===== src/rtl/bist_sequencer.sv =====
`default_nettype none
// bist_sequencer: LFSR pattern generator + 16-bit MISR compactor for core-logic BIST.
// Rev 1.0
module bist_sequencer #(
  parameter int          DEPTH      = 256,
  parameter int          LATENCY    = 1,
  parameter logic [4:0]  LFSR_SEED  = 5'h01,
  parameter logic [15:0] GOLDEN_SIG = 16'h0000
) (
  input  logic        clk,
  input  logic        rst,
  input  logic        start,
  input  logic        abort,
  output logic [4:0]  core_x,
  output logic        core_en,
  input  logic [3:0]  core_y,
  output logic        busy,
  output logic        done,
  output logic        pass,
  output logic [15:0] signature,
  output logic [15:0] status
);
  localparam int PW = $clog2(DEPTH + 1);
  localparam int DW = (LATENCY < 2) ? 1 : $clog2(LATENCY);
  localparam logic [PW-1:0] PAT_LAST   = PW'(DEPTH - 1);
  localparam logic [DW-1:0] DRAIN_LAST = DW'((LATENCY == 0) ? 0 : LATENCY - 1);

  localparam logic [2:0] S_IDLE  = 3'd0;
  localparam logic [2:0] S_INIT  = 3'd1;
  localparam logic [2:0] S_RUN   = 3'd2;
  localparam logic [2:0] S_DRAIN = 3'd3;
  localparam logic [2:0] S_CMP   = 3'd4;
  localparam logic [2:0] S_DONE  = 3'd5;

  logic [2:0]    state, state_nxt;
  logic [4:0]    lfsr;
  logic [15:0]   misr;
  logic [PW-1:0] pat_cnt;
  logic [DW-1:0] drain_cnt;
  logic          aborted;
  logic          active, go, issue, cap_slot, capture;
  logic [31:0]   pat_ext;
  logic [11:0]   pat_sat;

  assign active  = (state == S_INIT) || (state == S_RUN) || (state == S_DRAIN) || (state == S_CMP);
  assign go      = start && !abort && ((state == S_IDLE) || (state == S_DONE));
  assign issue   = (state == S_RUN) && !abort;
  assign capture = cap_slot && !abort && ((state == S_RUN) || (state == S_DRAIN));

  // One valid bit per in-flight pattern marks the cycle its response reaches core_y.
  generate
    if (LATENCY == 0) begin : g_lat_zero
      assign cap_slot = issue;
    end else begin : g_lat_pipe
      logic [LATENCY-1:0] vpipe;
      always_ff @(posedge clk) begin
        if (rst || state == S_INIT) vpipe <= '0;
        else                        vpipe <= LATENCY'({vpipe, issue});
      end
      assign cap_slot = vpipe[LATENCY-1];
    end
  endgenerate

  always_ff @(posedge clk) begin
    if (rst) state <= S_IDLE;
    else     state <= state_nxt;
  end

  always_comb begin
    state_nxt = state;
    case (state)
      S_IDLE, S_DONE: begin
        if (go)                 state_nxt = S_INIT;
        else if (start && abort) state_nxt = S_IDLE;
      end
      S_INIT:  state_nxt = abort ? S_IDLE : S_RUN;
      S_RUN: begin
        if (abort)                  state_nxt = S_IDLE;
        else if (pat_cnt == PAT_LAST) state_nxt = (LATENCY == 0) ? S_CMP : S_DRAIN;
      end
      S_DRAIN: begin
        if (abort)                       state_nxt = S_IDLE;
        else if (drain_cnt == DRAIN_LAST) state_nxt = S_CMP;
      end
      S_CMP:   state_nxt = abort ? S_IDLE : S_DONE;
      default: state_nxt = S_IDLE;
    endcase
  end

  always_comb begin
    core_en = (state == S_RUN);
    core_x  = core_en ? lfsr : 5'h00;
    busy    = (state == S_INIT) || (state == S_RUN) || (state == S_DRAIN);
  end

  always_ff @(posedge clk) begin
    if (rst) begin
      lfsr      <= LFSR_SEED;
      misr      <= '0;
      pat_cnt   <= '0;
      drain_cnt <= '0;
      done      <= 1'b0;
      pass      <= 1'b0;
      aborted   <= 1'b0;
    end else begin
      drain_cnt <= (state == S_DRAIN) ? drain_cnt + 1'b1 : '0;
      if (go) begin
        done    <= 1'b0;
        pass    <= 1'b0;
        aborted <= 1'b0;
      end
      if (state == S_INIT) begin
        lfsr    <= LFSR_SEED;
        misr    <= '0;
        pat_cnt <= '0;
      end
      if (issue) begin
        lfsr    <= {lfsr[3:0], lfsr[4] ^ lfsr[2]};
        pat_cnt <= pat_cnt + 1'b1;
      end
      if (capture)
        misr <= {misr[14:0], 1'b0} ^ (misr[15] ? 16'h1021 : 16'h0000) ^ {12'h000, core_y};
      if (state == S_CMP && !abort) begin
        pass <= (misr == GOLDEN_SIG);
        done <= 1'b1;
      end
      // Abort leaves misr/pat_cnt untouched so the partial run can be inspected.
      if (abort && active) begin
        aborted <= 1'b1;
        done    <= 1'b0;
        pass    <= 1'b0;
      end
    end
  end

  assign pat_ext   = 32'(pat_cnt);
  assign pat_sat   = (pat_ext > 32'h0000_0FFF) ? 12'hFFF : pat_ext[11:0];
  assign signature = misr;
  assign status    = {done, pass, busy, aborted, pat_sat};

endmodule
`default_nettype wire


===== config.mk =====
export PLATFORM = sky130hd
export DESIGN_NAME = bist_sequencer
export DESIGN_NICKNAME = d
export VERILOG_FILES = /design/src/rtl/bist_sequencer.sv
export SDC_FILE = /design/constraint.sdc
export NUM_CORES = 1
export LEC_CHECK = 0
export CAP_MARGIN = 20
export CORE_MARGIN = 3
export CORE_UTILIZATION = 40
export CTS_CLUSTER_DIAMETER = 50
export DETAILED_ROUTE_END_ITERATION = 10
export DONT_BUFFER_PORTS = 1
export PLACE_DENSITY = 0.64
export SKIP_LAST_GASP = 1
export SLEW_MARGIN = 20
export SYNTH_ARGS = -nofsm -noshare
export SYNTH_HDL_FRONTEND = slang
export SYNTH_SLANG_ARGS = --single-unit

===== constraint.sdc =====
create_clock -name clk -period 1.87 [get_ports clk]
set_clock_uncertainty 0.05 [all_clocks]
set_input_delay 0.374 -clock clk [delete_from_list [all_inputs] [get_ports clk]]
set_output_delay 0.374 -clock clk [all_outputs]
set_load 0.02 [all_outputs]

Yosys cells after proc, flatten, opt, wreduce, memory -nomap -nowiden
Index checks and enable logic that the tools add are counted.
Widths: inputs -> output; s select.

storage, ports and cells
  logic and storage cells = 72
  memories kept = 0
  register bits = 38
  output and inout port bits = 41
  input bits = 8
  ROM bits = 0
  bits in writable memories = 0
  bits in latches = 0

operators by class
  add/sub/neg operators = 2
  reductions and logical operators = 25
  shift-type cells = 0
  multipliers = 0
  mux-type cells = 22
  order comparisons = 1
  bitwise gates (word level) = 4
  divide/modulo/power cells = 0
  eq/ne operators = 9

operators by type and width
  kind                 count
  $mux 16              2
  $mux 3               7
  $mux 9               2
  $logic_not 16->1     1
  $xor 16x13->16       1
  $xor 16x4->16        1
  $mux 5               3
  $pmux 3 s5           1
  $mux 13              1
  $gt 9x12->1 const B  1
  $mux 12              1
  $add 9x1->9 const B  1
  $eq 9x8->1 const B   1
  $logic_and 1x1->1    8
  $reduce_bool 2->1    4
  $eq 3x2->1 const B   2
  $eq 3x3->1 const B   2
  $logic_or 1x1->1     6
  $ne 3x3->1 const B   2
  $reduce_or 2->1      3
  $mux 1               4
  $eq 3x1->1 const B   1
  $logic_not 3->1      1
  $ne 3x2->1 const B   1
  6 further kinds      6

Depth between registers and ports, before layout
  depth after elaboration = 6
  mapped depth = 7
  mapped depth without buffers = 7

Worst setup path after synthesis
Ideal clock, no wire load.

  path kind = flip-flop to output port
  from = register state[0]
  to = output port status[13]
  data required time = 1.446 ns
  setup slack = 0.001 ns
  buffers on the path = 2
  data arrival time = 1.445 ns
  cell stages (with the launch flop) = 5
  cells stage by stage = dfxtp_1 > clkbuf_1 > inv_1 > a21oi_1 > buf_4

between the ends
  word-level cells in the longest chain between the ends = 3
  elaborated cells on any way between the ends = 5
  classes of those cells = 3 x eq/ne; 2 x reduce/logical

ends and longest elaborated chain
  what                                      RTL line  source
  from (decl)                               35        logic [2:0] state, state_nxt;
  from (signal assigned)                    66        else state <= state_nxt;
  $eq 3x1->1 or $eq 3x2->1 (tied branches)  93        busy = (state == S_INIT) || (state == S_RUN) || (state == S_DRAIN);
  $logic_or 1x1->1                          93
  $logic_or 1x1->1 (*)                      93
  to (decl)                                 21        output logic [15:0] status

Mark *: on every way between the ends. The rest lies on a longest branch, timed or not.

Worst setup path after layout
  from = register state[2]
  to = output port core_x[1]

between the ends
  word-level cells in the longest chain between the ends = 2

ends and longest elaborated chain
  what        RTL line  source
  $eq 3x2->1  91        core_en = (state == S_RUN);
  $mux 5      92        core_x = core_en ? lfsr : 5'h00;
  to (decl)   14        output logic [4:0] core_x,

Every way passes these cells.

==> impl_results.rst <==
.. list-table::
   :header-rows: 1

   * - Metric
     - Value
   * - Result of the run
     - finished, final reports clean
   * - Cell taking the most area after synthesis
     - sky130_fd_sc_hd__dfxtp_1
   * - Number of violations reported at the end of detailed-routing iteration 0
     - between 70 and 80
   * - Fraction of synthesized cell area taken by the top area cell type
     - 0.426
   * - Leak pwr
     - 0.716 nW
   * - Top flip-flop cell by instance count after synthesis
     - sky130_fd_sc_hd__dfxtp_1
   * - Cell area after technology mapping
     - 1790 um^2
   * - Startpoint kind of the worst setup timing path
     - register
   * - Post-DR wirelength/cell
     - 14.4 um
   * - Clock network latency to the later pin of the worst-skew pair
     - 0.28 ns
   * - Worst IR drop on VDD
     - about 0.00048 V
   * - Largest fanout on the critical path
     - 12
   * - Dpl hpwl
     - around 2600 um
   * - Global-route total usage across every layer
     - 0.153
   * - Share of cells above drive strength 1
     - 0.149
   * - Setup repair after global routing missed its margin
     - false
   * - Post-Route Setup TNS
     - 0 ns
   * - Count of clock tree sinks
     - 38
   * - Largest delay contributor family on the critical path
     - simple AND/OR/NAND/NOR gates
   * - Post-synth EDFFs
     - 0
   * - Growth of design area from synthesis to finish
     - 9.52%
   * - Syn avg cell area
     - about 8 um^2
   * - Data required time at the worst endpoint
     - between 1 and 1.5 ns
   * - Horizontal extent of the die
     - ~73 um
   * - Post-CTS Setup Inserts
     - 0
   * - # port buffers
     - 0
   * - Longest Clk Path Bufs
     - 2
   * - Period minus WS final
     - 1.77 ns
   * - Level count of the clock H-tree
     - 2
   * - First-pass iteration count of the detailed router
     - 4
   * - Met1 routing resource usage after global routing
     - 0.189
   * - Clock transition at the registers of the reported paths
     - roughly 0.070 ns
   * - Kind of capture point of the worst setup path
     - primary output
   * - Class of the most critical hold timing path
     - in2reg
   * - Xor-xnor portion of the synthesized cell area
     - 0.0343
   * - Syn. warnings
     - 0
   * - Simple-gate portion of the synthesized area
     - 0.272
   * - Leftover overflow at the end of global routing
     - 0
   * - Resize count post-CTS
     - 6
   * - Layer with the highest usage after global routing
     - met2
   * - Cell breakdown of the critical path
     - buf_4 -> nand2b_2 -> nor2_4 -> and2_2
   * - Number of buffers added by the clock tree synthesis step
     - 5
   * - Arrival time reported for the critical path endpoint
     - ~1.4 ns
   * - Number of buffers added to fix hold violations after cts
     - 0
   * - Count of final setup violators
     - 0
   * - Clock tree from TritonCTS
     - yes
   * - Worst Path Class, Setup
     - reg2out
   * - Count of different cell masters after synthesis
     - 41
   * - Drc violations
     - 0
   * - RePlAce Congestion
     - around 0.8
   * - Wire length after detailed routing
     - between 3000 and 4000 um
   * - Root buffer cell
     - sky130_fd_sc_hd__clkbuf_8
   * - Cell types occupying the most area after synthesis
     - sky130_fd_sc_hd__dfxtp_1 43%, sky130_fd_sc_hd__a21oi_1 7.3%, sky130_fd_sc_hd__nand3_1 5.3%, sky130_fd_sc_hd__nand2_1 5.0%, sky130_fd_sc_hd__nor2_1 4.2%
   * - Fill cell count
     - 416
   * - Met2 track demand over resource
     - 0.242
   * - Critical path buffers and inverters
     - 1
   * - Share of synthesized cell area in full adder, half adder and majority cells
     - 0.0140
   * - Area enclosed by the die boundary
     - about 5300 um^2
   * - Max-capacitance violation count
     - 0
   * - Antenna Cells
     - 0
   * - Total Nets Final
     - roughly 230
   * - R2R cell count
     - 4
   * - Placement row count
     - 23
   * - Main combinational cell family by area after synthesis
     - simple AND/OR/NAND/NOR gates
   * - Number of global-route vias before repair
     - between 1,000 and 1,500
   * - Area fraction in compound gates after synthesis
     - 0.161
   * - Post-layout power
     - around 1.5 mW
   * - Area of the core
     - approximately 4100 um^2
   * - Chip height
     - 72.8 um
   * - Initial core utilization
     - 0.431
   * - Top-level port count
     - slightly below 50
   * - Hold Path Cell Cnt
     - 1
   * - Number of vias in the routed layout
     - 1,493
   * - Syn Inst Count
     - 220
   * - Slowest cell delay on critical path
     - ~0.31 ns
   * - Most frequent cell after synthesis
     - sky130_fd_sc_hd__dfxtp_1
   * - Final hold viol count
     - 0
   * - Post-synthesis register bit count
     - 38
   * - Number of nets with antenna violations after routing
     - 0
   * - Final max-slew violation count
     - 0
   * - Peak clock frequency supported by timing
     - 565 MHz
   * - Number of logic stages on the critical path including buffering
     - 4
   * - Pin count of the biggest net entering global routing
     - 38
   * - Async set-reset flop share out of synthesis
     - 0
   * - Final period utilization
     - 0.946
   * - GR Layer Usage met3
     - 0.0606
   * - Antenna violations before repair
     - 0
   * - Power density of the placed cells
     - 744 nW/um^2
   * - Number of vias per cell after detailed routing
     - approximately 5.5
   * - Top cells by count, synth
     - 38 x sky130_fd_sc_hd__dfxtp_1, 26 x sky130_fd_sc_hd__a21oi_1, 24 x sky130_fd_sc_hd__nand2_1
   * - Portion of the post-synthesis area used by sequential elements
     - 0.426
   * - Global-route wire length before repair
     - 6450 um
   * - Post-synthesis mux area share
     - 0.0112
   * - Critical-path top delay cell
     - sky130_fd_sc_hd__dfxtp_1
## stage by stage
| stage | utilization | worst slack [ns] | hold slack [ns] | cells | area, um^2 |
|---|---|---|---|---|---|
| floorplan | - | 0.000799 | 0.398 | 222 | 1790 |
| global placement | 0.445 | 0.125 | 0.399 | 264 | 1850 |
| detailed placement | 0.445 | 0.0746 | 0.401 | 264 | 1850 |
| CTS | 0.470 | 0.0191 | 0.0868 | 272 | 1950 |
| global route | 0.472 | 0.0175 | 0.0767 | 272 | 1960 |
| finish | 0.472 | 0.101 | 0.101 | 272 | 1960 |
## report_power, final
part           switching (mW)  total (mW)  internal (mW)
registers             0.00279       0.815          0.812
logic                  0.0387      0.0606         0.0218
clock network           0.284       0.580          0.296
total                   0.325        1.46           1.13
## layout by cell type, fill, tap and decap left out, types with 2 or more instances in the layout
master / count
sky130_fd_sc_hd__conb_1: 3
sky130_fd_sc_hd__ha_1: 2
sky130_fd_sc_hd__mux2i_1: 2
sky130_fd_sc_hd__nand3_1: 19
sky130_fd_sc_hd__or3_1: 2
sky130_fd_sc_hd__buf_4: 16
sky130_fd_sc_hd__a21oi_1: 26
sky130_fd_sc_hd__o311ai_0: 2
sky130_fd_sc_hd__or4b_1: 2
sky130_fd_sc_hd__nor4_1: 5
sky130_fd_sc_hd__and2_1: 2
sky130_fd_sc_hd__a22oi_1: 5
sky130_fd_sc_hd__a211oi_1: 2
sky130_fd_sc_hd__dfxtp_1: 38
sky130_fd_sc_hd__nand2_1: 24
sky130_fd_sc_hd__a31oi_1: 2
sky130_fd_sc_hd__nor3b_1: 2
sky130_fd_sc_hd__and2_2: 5
sky130_fd_sc_hd__inv_1: 3
sky130_fd_sc_hd__xor2_1: 7
sky130_fd_sc_hd__nor3_1: 2
sky130_fd_sc_hd__or4_1: 3
sky130_fd_sc_hd__nor2_1: 19
sky130_fd_sc_hd__nand4_1: 2
sky130_fd_sc_hd__nand2b_1: 3
sky130_fd_sc_hd__clkbuf_8: 6
## path summary, 6_finish.rpt
check | startpoint | to | slack, ns
setup / recovery | state[2] | core_x[1] | 0.10
hold / removal | rst | pat_cnt[1] | 0.10
setup reg to reg | state[2] | pat_cnt[4] | 0.10
hold reg to reg | drain_cnt | drain_cnt | 0.44
## cells by family after synthesis
family / after synthesis
muxes: 2
other: 1
and+or+nand+nor: 96
buffers and inverters: 27
DFF: 38
xor gates and xnor gates: 7
adders and majority gates: 2
AOI/OAI and AO/OA: 47
## sequential cells by signal, summed over array words and instances (netlist names)
| name | count |
|---|---|
| cap_slot | 1 |
| drain_cnt | 1 |
| done | 1 |
| state | 3 |
| aborted | 1 |
| pass | 1 |
| lfsr | 5 |
| pat_cnt | 9 |
| signature | 16 |
## final cells by class
class,instances,area (um^2),area share
repair buffers,16,120,0.0614
well taps,50,62.6,0.0320
clock buffers,6,82.6,0.0422
multi-input cells,157,907,0.464
inverters,3,11.3,0.00575
flip-flops and latches,38,761,0.389
clock inverters,2,12.5,0.00639
## layer usage
metal,wire length [um],share of wire
met5,0,0
met4,23,0.0059
met3,277,0.071
met2,1780,0.46
met1,1830,0.47
Power figures use the tool's default switching activity.
